===== config.mk =====
export PLATFORM = sky130hd
export DESIGN_NAME = fp16_div_seq
export DESIGN_NICKNAME = d
export VERILOG_FILES = /design/src/rtl/fp16_div_seq.sv
export SDC_FILE = /design/constraint.sdc
export NUM_CORES = 1
export LEC_CHECK = 0
export BUFFER_PORTS_ARGS = -buffer_cell sky130_fd_sc_hd__buf_2
export CAP_MARGIN = 20
export CORE_AREA = 2 2 93 113
export CTS_CLUSTER_SIZE = 16
export DETAILED_ROUTE_END_ITERATION = 7
export DIE_AREA = 0 0 95 115
export PLACE_DENSITY_LB_ADDON = 0.15
export SYNTH_ARGS = -nofsm -noshare
export SYNTH_HDL_FRONTEND = slang
export SYNTH_SLANG_ARGS = --single-unit

===== constraint.sdc =====
create_clock -name clk -period 5.25 [get_ports clk]
set_input_delay 0.525 -clock clk [delete_from_list [all_inputs] [get_ports clk]]
set_output_delay 0.525 -clock clk [all_outputs]
set_load 0.05 [all_outputs]

===== src/rtl/fp16_div_seq.sv =====
// rtl/fp16_div_seq.sv - iterative FP16 divider: radix-2 restoring significand division, RNE rounding, valid/ready.
// Optional macro FPDIV_EARLY_SPECIAL_EN: special-case operands bypass DIV/RND and finish straight from PREP.
module fp16_div_seq #(
   parameter int EXP_W = 5,
   parameter int MAN_W = 10,
   parameter int BIAS  = 15
) (
   input  logic                 clk,
   input  logic                 rst,
   input  logic                 in_valid,
   output logic                 in_ready,
   input  logic [EXP_W+MAN_W:0] a,
   input  logic [EXP_W+MAN_W:0] b,
   output logic                 out_valid,
   input  logic                 out_ready,
   output logic [EXP_W+MAN_W:0] result,
   output logic [4:0]           flags
);
   localparam int FP_W  = EXP_W + MAN_W + 1;
   localparam int SIG_W = MAN_W + 1;
   localparam int Q_W   = SIG_W + 3;
   localparam int E_W   = EXP_W + 2;
   localparam int CNT_W = $clog2(Q_W);
   localparam logic [EXP_W-1:0] EXP_MAX = '1;
   localparam logic [FP_W-1:0]  QNAN    = {1'b0, EXP_MAX, 1'b1, {(MAN_W-1){1'b0}}};

   typedef enum logic [2:0] {S_IDLE, S_PREP, S_DIV, S_RND, S_DONE} state_t;

   state_t              r_state;
   state_t              w_state_nxt;
   logic [FP_W-1:0]     r_a;
   logic [FP_W-1:0]     r_b;
   logic                r_sign;
   logic [E_W-1:0]      r_exp;
   logic [SIG_W-1:0]    r_div;
   logic [SIG_W:0]      r_rem;
   logic [Q_W-1:0]      r_q;
   logic [CNT_W-1:0]    r_cnt;
   logic                r_spec;
   logic [FP_W-1:0]     r_spec_res;
   logic [4:0]          r_spec_flags;
   logic [FP_W-1:0]     r_result;
   logic [4:0]          r_flags;

   logic [EXP_W-1:0]    w_ea;
   logic [EXP_W-1:0]    w_eb;
   logic [MAN_W-1:0]    w_ma;
   logic [MAN_W-1:0]    w_mb;
   logic                w_sign;
   logic                w_a_zero, w_b_zero, w_a_inf, w_b_inf, w_a_nan, w_b_nan;
   logic                w_spec;
   logic [FP_W-1:0]     w_spec_res;
   logic [4:0]          w_spec_flags;

   logic                w_ge;
   logic [SIG_W-1:0]    w_rem_sub;
   logic [SIG_W:0]      w_rem_nxt;

   logic [Q_W-1:0]      w_norm_q;
   logic [E_W-1:0]      w_exp_n;
   logic [SIG_W-1:0]    w_sig;
   logic                w_g, w_r, w_s, w_rnd_up, w_inexact;
   logic [SIG_W:0]      w_sig_rnd;
   logic [E_W-1:0]      w_exp_r;
   logic [MAN_W-1:0]    w_man;
   logic                w_ovf, w_unf;

   assign in_ready  = (r_state == S_IDLE);
   assign out_valid = (r_state == S_DONE);
   assign result    = r_result;
   assign flags     = r_flags;

   // Operand unpack; a zero exponent field (zero or subnormal) is treated as zero.
   assign w_ea     = r_a[FP_W-2:MAN_W];
   assign w_eb     = r_b[FP_W-2:MAN_W];
   assign w_ma     = r_a[MAN_W-1:0];
   assign w_mb     = r_b[MAN_W-1:0];
   assign w_sign   = r_a[FP_W-1] ^ r_b[FP_W-1];
   assign w_a_zero = (w_ea == '0);
   assign w_b_zero = (w_eb == '0);
   assign w_a_inf  = (w_ea == EXP_MAX) && (w_ma == '0);
   assign w_b_inf  = (w_eb == EXP_MAX) && (w_mb == '0);
   assign w_a_nan  = (w_ea == EXP_MAX) && (w_ma != '0);
   assign w_b_nan  = (w_eb == EXP_MAX) && (w_mb != '0);

   always_comb begin
      w_spec       = 1'b1;
      w_spec_res   = '0;
      w_spec_flags = '0;
      if (w_a_nan || w_b_nan || (w_a_zero && w_b_zero) || (w_a_inf && w_b_inf)) begin
         w_spec_res   = QNAN;
         w_spec_flags = 5'b10000;
      end else if (w_a_inf) begin
         w_spec_res = {w_sign, EXP_MAX, {MAN_W{1'b0}}};
      end else if (w_b_zero) begin
         w_spec_res   = {w_sign, EXP_MAX, {MAN_W{1'b0}}};
         w_spec_flags = 5'b01000;
      end else if (w_b_inf || w_a_zero) begin
         w_spec_res = {w_sign, {(FP_W-1){1'b0}}};
      end else begin
         w_spec = 1'b0;
      end
   end

   // The partial remainder stays below 2*divisor, so only its low SIG_W bits matter after a subtract.
   assign w_ge      = (r_rem >= {1'b0, r_div});
   assign w_rem_sub = r_rem[SIG_W-1:0] - r_div;
   assign w_rem_nxt = w_ge ? {w_rem_sub, 1'b0} : {r_rem[SIG_W-1:0], 1'b0};

   assign w_norm_q  = r_q[Q_W-1] ? r_q : {r_q[Q_W-2:0], 1'b0};
   assign w_exp_n   = r_q[Q_W-1] ? r_exp : r_exp - E_W'(1);
   assign w_sig     = w_norm_q[Q_W-1:3];
   assign w_g       = w_norm_q[2];
   assign w_r       = w_norm_q[1];
   assign w_s       = w_norm_q[0] | (r_rem != '0);
   assign w_rnd_up  = w_g & (w_r | w_s | w_sig[0]);
   assign w_inexact = w_g | w_r | w_s;
   assign w_sig_rnd = {1'b0, w_sig} + {{SIG_W{1'b0}}, w_rnd_up};
   assign w_exp_r   = w_exp_n + {{(E_W-1){1'b0}}, w_sig_rnd[SIG_W]};
   assign w_man     = w_sig_rnd[SIG_W] ? w_sig_rnd[SIG_W-1:1] : w_sig_rnd[MAN_W-1:0];
   assign w_ovf     = !w_exp_r[E_W-1] && (w_exp_r[E_W-2:0] >= {1'b0, EXP_MAX});
   assign w_unf     = w_exp_r[E_W-1] || (w_exp_r == '0);

   always_ff @(posedge clk or negedge rst) begin
      if (!rst) r_state <= S_IDLE;
      else      r_state <= w_state_nxt;
   end

   always_comb begin
      w_state_nxt = r_state;
      case (r_state)
         S_IDLE: if (in_valid) w_state_nxt = S_PREP;
`ifdef FPDIV_EARLY_SPECIAL_EN
         S_PREP: w_state_nxt = w_spec ? S_DONE : S_DIV;
`else
         S_PREP: w_state_nxt = S_DIV;
`endif
         S_DIV:  if (r_cnt == '0) w_state_nxt = S_RND;
         S_RND:  w_state_nxt = S_DONE;
         S_DONE: if (out_ready) w_state_nxt = S_IDLE;
         default: w_state_nxt = S_IDLE;
      endcase
   end

   always_ff @(posedge clk or negedge rst) begin
      if (!rst) begin
         r_a          <= '0;
         r_b          <= '0;
         r_sign       <= 1'b0;
         r_exp        <= '0;
         r_div        <= '0;
         r_rem        <= '0;
         r_q          <= '0;
         r_cnt        <= '0;
         r_spec       <= 1'b0;
         r_spec_res   <= '0;
         r_spec_flags <= '0;
         r_result     <= '0;
         r_flags      <= '0;
      end else begin
         case (r_state)
            S_IDLE: begin
               if (in_valid) begin
                  r_a <= a;
                  r_b <= b;
               end
            end
            S_PREP: begin
               r_sign       <= w_sign;
               r_exp        <= {2'b00, w_ea} - {2'b00, w_eb} + E_W'(BIAS);
               r_rem        <= {2'b01, w_ma};
               r_div        <= {1'b1, w_mb};
               r_q          <= '0;
               r_cnt        <= CNT_W'(Q_W - 1);
               r_spec       <= w_spec;
               r_spec_res   <= w_spec_res;
               r_spec_flags <= w_spec_flags;
`ifdef FPDIV_EARLY_SPECIAL_EN
               if (w_spec) begin
                  r_result <= w_spec_res;
                  r_flags  <= w_spec_flags;
               end
`endif
            end
            S_DIV: begin
               r_q   <= {r_q[Q_W-2:0], w_ge};
               r_rem <= w_rem_nxt;
               r_cnt <= r_cnt - CNT_W'(1);
            end
            S_RND: begin
               if (r_spec) begin
                  r_result <= r_spec_res;
                  r_flags  <= r_spec_flags;
               end else if (w_ovf) begin
                  r_result <= {r_sign, EXP_MAX, {MAN_W{1'b0}}};
                  r_flags  <= 5'b00101;
               end else if (w_unf) begin
                  r_result <= {r_sign, {(FP_W-1){1'b0}}};
                  r_flags  <= 5'b00011;
               end else begin
                  r_result <= {r_sign, w_exp_r[EXP_W-1:0], w_man};
                  r_flags  <= {4'b0000, w_inexact};
               end
            end
            default: ;
         endcase
      end
   end

endmodule


Word-level counts from Yosys, hierarchy flattened

Index checks and enable logic that the tools add are counted.

Register bits: 127
Latch bits: 0
Memory bits (writable): 0
ROM bits: 0
Input bits: 36
Output and inout bits: 23
Word-level logic and storage cells: 93
Memories: 0

Add/subtract/negate cells: 7
Multiply operators: 0
Div/mod/pow operators: 0
Order comparisons: 2
Eq/ne operators: 9
Shift-type cells: 0
Mux-type cells: 28
Bitwise operators: 7
Reductions and logical operators: 26

Operators with widths:

| cell                                         | count |
|---|---|
| two-way mux 16 bit                           | 5 |
| two-way mux 15 bit                           | 2 |
| one-hot mux 14 bit (2 select lines)          | 1 |
| one-hot mux 12 bit (2 select lines)          | 1 |
| zero test 10 bit                             | 2 |
| nonzero test 10 bit                          | 2 |
| one-hot mux 3 bit (5 select lines)           | 1 |
| two-way mux 14 bit                           | 1 |
| adder 11 x 1 -> 12 bit                       | 1 |
| >= comparator 12 x 11 -> 1 bit               | 1 |
| two-way mux 12 bit                           | 1 |
| two-way mux 3 bit                            | 4 |
| nonzero test 12 bit                          | 1 |
| subtractor 11 bit                            | 1 |
| == test 5 bit (second input constant)        | 2 |
| zero test 5 bit                              | 2 |
| two-way mux 10 bit                           | 1 |
| two-way mux 5 bit                            | 2 |
| two-way mux 4 bit                            | 2 |
| one-hot mux 4 bit (2 select lines)           | 1 |
| adder 6 x 5 -> 7 bit (second input constant) | 1 |
| adder 7 x 1 -> 7 bit                         | 1 |
| logical AND 1 bit                            | 7 |
| zero test 7 bit                              | 1 |
| other kinds (22)                             | 35 |

Depth between registers and ports, before layout

Gate-level depths: netlist of run 1.

Word-level depth: 12
Gate-level depth with buffers: 15

Worst setup path before layout of run 1

No wires, ideal clock.

Path type: register to register
Start point: register r_q[13]
End point: register r_result[1], in the netlist result[1]
Setup time: 0.122 ns
Data arrival time: 3.278 ns
Path slack: 1.850 ns
Stages on the path, launching flop included: 16
Buffers on the path: 2
Path through: dfrtp_1 -> buf_2 -> nand2b_1 -> a21oi_1 -> nand4_1 -> or3_1 -> inv_1 -> ha_1 -> ha_1 -> inv_1 -> xnor2_1 -> o32ai_1 -> a41oi_2 -> nor3b_2 -> buf_6 -> a32o_1

Word-level cells in the longest chain between the ends: 12

RTL lines:

| element                                                                         | RTL line | text |
|---|---|---|
| start: declaration                                                              | 37       | `logic [Q_W-1:0] r_q;` |
| start signal: assignment                                                        | 186      | `r_q <= {r_q[Q_W-2:0], w_ge};` |
| parallel branches: the longest is 10 deep, another holds adder 11 x 1 -> 12 bit | n/a      |  |
| two-way mux 15 bit *                                                            | 194      | `end else if (w_ovf) begin` |
| two-way mux 16 bit *                                                            | 191      | `if (r_spec) begin` |
| end signal: assignment                                                          | 192      | `r_result <= r_spec_res;` |
| end signal: assignment                                                          | 195      | `r_result <= {r_sign, EXP_MAX, {MAN_W{1'b0}}};` |
| end signal: assignment                                                          | 198      | `r_result <= {r_sign, {(FP_W-1){1'b0}}};` |
| end: declaration                                                                | 42       | `logic [FP_W-1:0] r_result;` |

Mark *: on every way between the ends.
A chain may end at the register's enable or synchronous reset.

Worst setup path after layout of run 1

Start point: register r_q[13]
End point: register r_result[7], in the netlist result[7]

Same word-level chain as after synthesis.

==> impl_metrics.toml, run 1 <==
[run_status]
status = "finished clean"

[yosys]
synth_top_area_share_pct = 45.0
yosys.area.top_type = "dfrtp_1"
ys_types = 66
synth_warnings = 0
async_reset_ff_share_pct = 100
synth_edf_count = 0
syn_nets = 676
avgSynthCellArea_um2 = 9.92
synth_area_leaders = "dfrtp_1 (45%), mux2_2 (6.1%), ha_1 (4.5%), nand2_1 (3.8%), o21ai_0 (3.2%)"
ys_seq_area_share_pct = 45.0
synthFlopType = "dfrtp_1"
syn_inst = 616
synth_seq_cells = 110
syn_area_um2 = 6110

[floorplanning]
dieArea_um2 = 10900
die_x_um = 95
num_io_pins = 59
rows = 40
initial_core_util_pct = 62.0
core_um2 = 9860
die_h_um = 115

[setup_path]
crit_type = "reg2reg"
arrival_ns = 4.55
r2r_cells = 13
start_kind = "flip-flop"
crit_path_end_kind = "flip-flop"
path_max_fanout = 16
cp.required_ns = 5.52

[cts]
clkTransAtPathRegs_ns = 0.07
htree_levels = 3
post_cts_buffers = 0
cts_buffers = 9
hold_buffers = 0
clk_path_buf_depth = 2
cts_tree = "built"
clock-root-buffer = "clkbuf_16"
cts.sinks = 110
cts_resized = 0
clock_latency_ns = 0.34

[power_and_ir_drop]
p_seq_share_pct = 31.7
p_leak_nw = 3.06
finalPower_mw = 4.95
ir_drop_mv = 0.352
intPower_mw = 2.72
combPwrFrac_pct = 54.1
clkPwrFrac_pct = 14.2
power.switching_mw = 2.22
switching_share_pct = 44.9
power_density_nw_per_um2 = 729

[place]
dp_worst_setup_slack_ns = 1.04
hpwlAfterDp_um = 9620
place_congestion = 0.886
port_buffers = 58

[job]
cap_violations = 0

[routing]
drt-wirelength-per-cell_um = 17.0
firstDrtPassIters = 5
post-route-drc-count = 0
vias_per_cell = 6.06
drt_iter0_markers = 274
vias = 4781
wl_um = 13400
antenna_left = 0

[sta]
finalMaxSlewViolations = 0
max_slew_margin_pct = 34.6
worstMarginPinSlew_ns = 0.979
fin_crit_ns = 4.28
fin_ws_ns = 0.975
finalCritPeriodShare_pct = 81.4
fmax_mhz = 234
rsz0062_at_grt = "false"
setup_violations = 0
tns_ns = 0
fin_skew_ns = 0.00787
hold_viol = 0

[global_routing]
antenna_found_initial = 0
grt_pass1_vias = 4654
grt_usage_pct = 26.0
grt_overflow = 0
grt_pass1_wl_um = 22400
grt_max_degree = 79

[final_layout]
drive_above_1_share_pct = 19.2
final_common_cell = "dfrtp_1"
area_growth_pct = 11.0
final_cell_mix = "dfrtp_1 (110), nand2_1 (62), buf_2 (57)"
antenna_cells = 0
nets = 718
fill_cells = 782

[worst_hold_path]
holdCritPathClass = "in2async"
## cell usage after synthesis (6+ instances only)
cell type and n:
dfrtp_1 110, nand2_1 62, o21ai_0 39, inv_1 33
mux2_2 33, nor2_1 32, a21oi_1 28, clkbuf_1 25
ha_1 22, xnor2_1 14, a21o_1 13, mux2i_1 13
nor3_1 13, a22o_1 12, nand3_1 12, xor2_1 12
nor2b_1 11, a32o_1 10, o22ai_1 10, nand4_1 7
nor4_1 7, a31oi_1 6, nor3b_1 6
## per-stage QoR
stage | cell area [µm²] | util (%) | cells | hold WS, ns
global route | 6780 | 68.8 | 789 | 0.386
floorplan | 6110 | - | 616 | 0.229
detailed placement | 6470 | 65.6 | 773 | 0.440
finish | 6780 | 68.8 | 789 | 0.329
global placement | 6470 | 65.6 | 773 | 0.435
CTS | 6780 | 68.8 | 789 | 0.373
## critical path, cell delays in order, from the launching register on
cell      delay (ns)
dfrtp_1         0.59
nand2b_1        0.26
a21oi_1         0.23
nand4_1         0.22
or3_1           0.48
inv_1           0.23
ha_1            0.25
ha_1            0.21
inv_1           0.09
xnor2_1         0.27
o32ai_1         0.14
a41oi_2         0.34
nor3b_2         0.63
a32o_1          0.26
## cell families after synthesis
family | share of synthesized area (%)
AOI/OAI and AO/OA | 18.2
xor gates and xnor gates | 3.73
adders and majority gates | 5.16
buffers and inverters | 4.34
DFF | 45.0
muxes | 8.21
and+or+nand+nor | 15.3
## path summary, 6_finish.rpt
| path | startpoint | to | slack [ns] |
|---|---|---|---|
| min | rst | flags[0] | 0.33 |
| min in group clk | b[13] | r_b[13] | 0.39 |
| max reg2reg | r_q[13] | result[7] | 0.97 |
| max in group asynchronous | rst | r_cnt[1] | 3.89 |
| min reg2reg | r_div[10] | r_div[10] | 0.45 |
| max | r_q[13] | result[7] | 0.97 |
## sequential cells by signal (all words and copies together), names as in the netlist, 5 cells and up
name    count
r_b        16
flags       5
r_rem      12
r_q        14
result     16
r_a        16
r_exp       7
r_div      11
## cell type report
type                            count  area [µm²]  share of cell area (%)
Multi-Input combinational cell    440        3100                    45.7
Sequential cell                   110        2750                    40.6
Timing Repair Buffer               64         338                    4.98
Clock buffer                       11         253                    3.73
Tap cell                          126         158                    2.32
Inverter                           33         124                    1.83
Clock inverter                      5        57.6                   0.849
## per-layer routing
| metal | routed length [µm] | vias to the layer above | share of wire [%] | global-route usage [%] |
|---|---|---|---|---|
| met1 | 5860 | 2327 | 44 | 34.5 |
| met3 | 585 | 12 | 4.4 | 4.52 |
| met2 | 6800 | 132 | 51 | 44.4 |
| met4 | 142 | 0 | 1.1 | 6.76 |
| met5 | 0 | - | 0 | 0 |
| li1 | - | 2310 | - | - |
## power by group through the flow
stage	Clock (mW)	Sequential [mW]	Combinational [mW]
final	0.702	1.57	2.67
after floorplan	0	1.60	2.04
after global placement	0	1.56	2.57
after detailed placement	0	1.58	2.65
after CTS	0.716	1.57	2.67
after global routing	0.753	1.62	2.97
Power figures use the tool's default switching activity.
==> run 2: changes to the inputs <==
CORE_AREA = 2 2 101 122   (was 2 2 93 113)
DIE_AREA = 0 0 103 124   (was 0 0 95 115)
clock period = 3.7 ns   (was 5.25 ns; I/O delays follow)
==> run 2 against run 1 <==
Clock skew fell by 0.0011 ns. Total power rose by 42%. Sequential share of layout area is 0.68 points lower. Die area is 17% higher. Routed wire length decreased by 1.7%. Critical path depth increased by 1. Critical path type unchanged. Highest routed layer unchanged.
==> impl_metrics.toml, run 2 (synthesis gave the netlist of run 1 again) <==
[global_routing]
grt_usage_pct = 21.9
grt_pass1_vias = 4660
grt_max_degree = 77
grt_pass1_wl_um = 22000
grt_overflow = 0
antenna_found_initial = 0

[setup_path]
arrival_ns = 3.72
reg2reg_slack_ns = 0.22
r2r_cells = 14
startpoint = "r_q[13]"
path_cells = "nand2b_1, a21oi_1, nand4_1, or3_1, inv_1, ha_1, ha_1, inv_1, xnor2_1, o32ai_2, a41oi_2, nor3b_2, buf_4, a221o_2"
crit_path_max_incr_delay_ns = 0.47
timing.rr.end = "result[9]"
path_max_fanout = 11
rr_startpoint = "r_q[13]"
crit_slowest_cell = "dfrtp_2"
cp.required_ns = 3.94
start_kind = "flip-flop"
crit_type = "reg2reg"
crit_path_end_kind = "flip-flop"

[sta]
fmax_mhz = 287
hold_viol = 0
setup_violations = 0
finalMaxSlewViolations = 0
max_slew_margin_pct = 36.4
worstMarginPinSlew_ns = 0.955
tns_ns = 0
rsz0062_at_grt = "false"
fin_crit_ns = 3.48
fin_skew_ns = 0.00678
finalCritPeriodShare_pct = 94.1
whs_ns = 0.170

[cts]
clock-root-buffer = "clkbuf_16"
cts_buffers = 9
hold_buffers = 0
cts_tree = "built"
htree_levels = 3
clkTransAtPathRegs_ns = 0.07
cts.sinks = 110
clock_latency_ns = 0.35
clk_path_buf_depth = 2

[floorplanning]
num_io_pins = 59
dieArea_um2 = 12800
initial_core_util_pct = 53.1
core_um2 = 11500
die_h_um = 124
die_x_um = 103
rows = 43

[final_layout]
antenna_cells = 0
area_growth_pct = 12.9
drive_above_1_share_pct = 20.7
nets = 728
final_cell_mix = "dfrtp_1 (109), nand2_1 (62), buf_2 (57)"
final_common_cell = "dfrtp_1"

[routing]
wl_um = 13200
drt_iter0_markers = 174
firstDrtPassIters = 5
vias_per_cell = 5.77
vias = 4785
drt-wirelength-per-cell_um = 15.8
post-route-drc-count = 0
antenna_left = 0

[power_and_ir_drop]
power_density_nw_per_um2 = 1020
p_leak_nw = 3.12
ir_drop_mv = 0.437

[place]
port_buffers = 58
hpwlAfterDp_um = 9370
place_congestion = 0.898

[worst_hold_path]
holdCritPathClass = "in2async"

[job]
cap_violations = 0

[run_status]
status = "finished clean"
run 2: cell count changes in the layout (fill, tap and decap cells not counted), sizes merged:
cell      delta
buf         +10
clkbuf       -2
clkinvlp     -1
inv          +3
run 2: worst max-delay path by stage:
stage | endpoint | slack, ns | depth (start not counted)
floorplan | result[1] | 0.30 | 15
global placement | result[9] | 0.23 | 14
detailed placement | result[9] | 0.1 | 14
CTS | result[9] | 0.09 | 14
global route | result[9] | 0.003 | 14
finish | result[9] | 0.22 | 14
run 2: layout make-up:
class,instances,area (µm²)
inverter,33,124
fill,1015,4610
multi-input combinational,440,3110
timing repair buffer,74,413
clock buffer,9,225
clock inverter,7,81.3
sequential,110,2750
tap,157,196
run 2: repair_timing:
item | CTS | global route
setup buffers | 0 | 1
hold endpoints to repair | 0 | 0
endpoints found under the setup margin | 0 | 11
resized for setup | 0 | 2
run 2: metal layers:
metal	routed length (µm)	global-route usage [%]	vias to the layer above
met5	0	0	-
met4	293	8.80	0
met3	455	3.59	19
met2	6500	36.5	104
met1	5910	28.4	2323
li1	-	-	2339
run 2: power by group:
| part | total, mW | switching, mW | leakage, nW | internal, mW |
|---|---|---|---|---|
| Clock | 1.00 | 0.464 | 0.146 | 0.536 |
| Combinational | 3.82 | 2.20 | 1.60 | 1.62 |
| Sequential | 2.20 | 0.488 | 1.37 | 1.72 |
| Total | 7.03 | 3.15 | 3.12 | 3.88 |
run 2: stage by stage:
step | utilization (%) | total power, mW | area [µm²] | worst slack [ns] | cells
2_1_floorplan | - | 5.17 | 6110 | 0.300 | 616
3_3_place_gp | 57.1 | 5.89 | 6580 | 0.226 | 813
3_5_place_dp | 57.1 | 5.99 | 6580 | 0.0969 | 813
4_1_cts | 59.8 | 7.03 | 6880 | 0.0918 | 829
5_1_grt | 59.9 | 7.59 | 6900 | 0.00268 | 830
6_report | 59.9 | 7.03 | 6900 | 0.220 | 830
run 2: worst max-delay path: cells and delay by family (launching register included):
family,cells,cell delay (ns)
AND/OR/NAND/NOR,4,0.97
AO/OA/AOI/OAI,4,0.96
flip-flops,1,0.47
adder cells (fa/ha/maj),2,0.40
buffers and inverters,3,0.36
XOR/XNOR,1,0.19
==> run 3: changes to the inputs <==
GPL_TIMING_DRIVEN = 0   (was unset)
==> run 3 against run 2 <==
Combinational power rose by 5.8%. Die area unchanged. Final cell count rose by 2.7%. Largest cell class unchanged. Via count rose by 3.4%. Count of clock-buffer cells in the layout up 1.
==> impl_metrics.toml, run 3 (synthesis gave the netlist of run 1 again) <==
[run_status]
status = "finished clean"

[power_and_ir_drop]
ir_drop_mv = 0.453
power_density_nw_per_um2 = 1030
combPwrFrac_pct = 55.9
intPower_mw = 4.00
clkPwrFrac_pct = 14.3
finalPower_mw = 7.22
power.switching_mw = 3.22
p_leak_nw = 3.13
p_seq_share_pct = 29.8
switching_share_pct = 44.6

[cts]
hold_buffers = 0
cts_buffers = 9
clock-root-buffer = "clkbuf_16"
htree_levels = 3
clk_path_buf_depth = 2
cts.sinks = 110
clock_latency_ns = 0.35
cts_tree = "built"
clkTransAtPathRegs_ns = 0.07

[final_layout]
final_common_cell = "dfrtp_1"
fin_area_um2 = 7010
final_cell_mix = "dfrtp_1 (110), nand2_1 (62), buf_2 (59)"
antenna_cells = 0
nets = 750
final_util_pct = 60.9
area_growth_pct = 14.8
drive_above_1_share_pct = 19.7
fill_cells = 1012

[routing]
firstDrtPassIters = 5
vias = 4947
vias_per_cell = 5.81
met1_length_um = 6260
highest_layer = "met4"
drt-wirelength-per-cell_um = 16.4
wl_um = 13900
met2_length_um = 6850
antenna_left = 0
drt_iter0_markers = 258
post-route-drc-count = 0
met3_length_um = 507

[sta]
worstMarginPinSlew_ns = 0.611
max_slew_margin_pct = 58.2
finalCritPeriodShare_pct = 94.8
hold_viol = 0
whs_ns = 0.0400
fin_crit_ns = 3.51
rsz0062_at_grt = "false"
setup_violations = 0
fmax_mhz = 285
finalMaxSlewViolations = 0
fin_skew_ns = 0.00762

[setup_path]
cpMostUsedCell = "ha_2"
cp.required_ns = 3.98
path_cells = "buf_2, nand2b_1, a21oi_2, nand4_1, or3_4, inv_4, ha_2, ha_2, inv_1, o311ai_2, o22ai_2, o2111a_2, nor3b_4, buf_6, a32o_1"
crit_slowest_cell = "dfrtp_1"
crit_path_end_kind = "flip-flop"
path_max_fanout = 10
start_kind = "flip-flop"
crit_family = "compound AO/OA/AOI/OAI gates"
crit_path_max_incr_delay_ns = 0.41
critPathBufInv = 4
crit_type = "reg2reg"
arrival_ns = 3.79

[floorplanning]
rows = 43
die_h_um = 124
dieArea_um2 = 12800
die_x_um = 103
num_io_pins = 59
core_um2 = 11500
initial_core_util_pct = 53.1

[place]
dpl-instance-area_um2 = 6630
place_congestion = 0.941
port_buffers = 58
hpwlAfterDp_um = 10300

[global_routing]
grt_pass1_wl_um = 23400
grt_usage_pct = 23.1
grt_max_degree = 63
grt_pass1_vias = 4821
grt_overflow = 0
antenna_found_initial = 0

[job]
cap_violations = 0

[worst_hold_path]
holdCritPathClass = "in2async"
==> run 3: changes by cell type in the layout (fill, tap and decap cells not counted), moves of 3 or more <==
cell / change
buf_1: +3
buf_4: -13
buf_6: +3
clkbuf_1: +26
==> run 3: cell type report <==
| cell class | instances | area [µm²] | share of cell area (%) |
|---|---|---|---|
| buffer | 33 | 143 | 2.03 |
| clock buffer | 10 | 229 | 3.26 |
| clock inverter | 6 | 86.3 | 1.23 |
| inverter | 33 | 126 | 1.80 |
| multi-input combinational | 440 | 3130 | 44.6 |
| sequential | 110 | 2750 | 39.2 |
| tap | 157 | 196 | 2.80 |
| timing repair buffer | 63 | 354 | 5.05 |
==> run 3: worst paths after layout <==
kind / slack [ns] / cells past startpoint / end / start
worst max-delay path: 0.19 / 15 / result[7] / r_q[13]
max in group asynchronous: 2.95 / 2 / r_div[1] / rst
worst min-delay path: 0.04 / 1 / result[1] / rst
worst max register to register: 0.19 / 15 / result[7] / r_q[13]
worst min register to register: 0.46 / 2 / r_div[10] / r_div[10]
min in group clk: 0.22 / 3 / r_b[11] / b[11]
==> run 3: layer usage <==
metal / GRT usage, % / up-vias
met2: 38.4 / 127
met4: 8.63 / 0
li1: - / 2384
met3: 3.31 / 27
met5: 0 / -
met1: 30.6 / 2409
==> run 3: power by group through the flow <==
stage	Clock, mW	Sequential [mW]	Combinational, mW
6_report	1.03	2.16	4.04
3_5_place_dp	0	2.18	3.93
4_1_cts	1.05	2.15	3.97
5_1_grt	1.10	2.22	4.49
3_3_place_gp	0	2.15	3.81
2_1_floorplan	0	2.27	2.90
==> run 3: repair_timing <==
action,4_1_cts,5_1_grt
setup endpoints to repair,15,16
gates resized for setup,1,12
setup buffers,2,1
cloned,0,1
pin swaps,2,3
==> run 3: through the flow <==
stage	setup slack (ns)	instances	setup TNS, ns
after floorplan	0.300	616	0
after global placement	-0.226	831	-2.41
after detailed placement	-0.245	832	-2.63
after CTS	0.000525	850	0
after global routing	0.00609	852	0
final	0.193	852	0
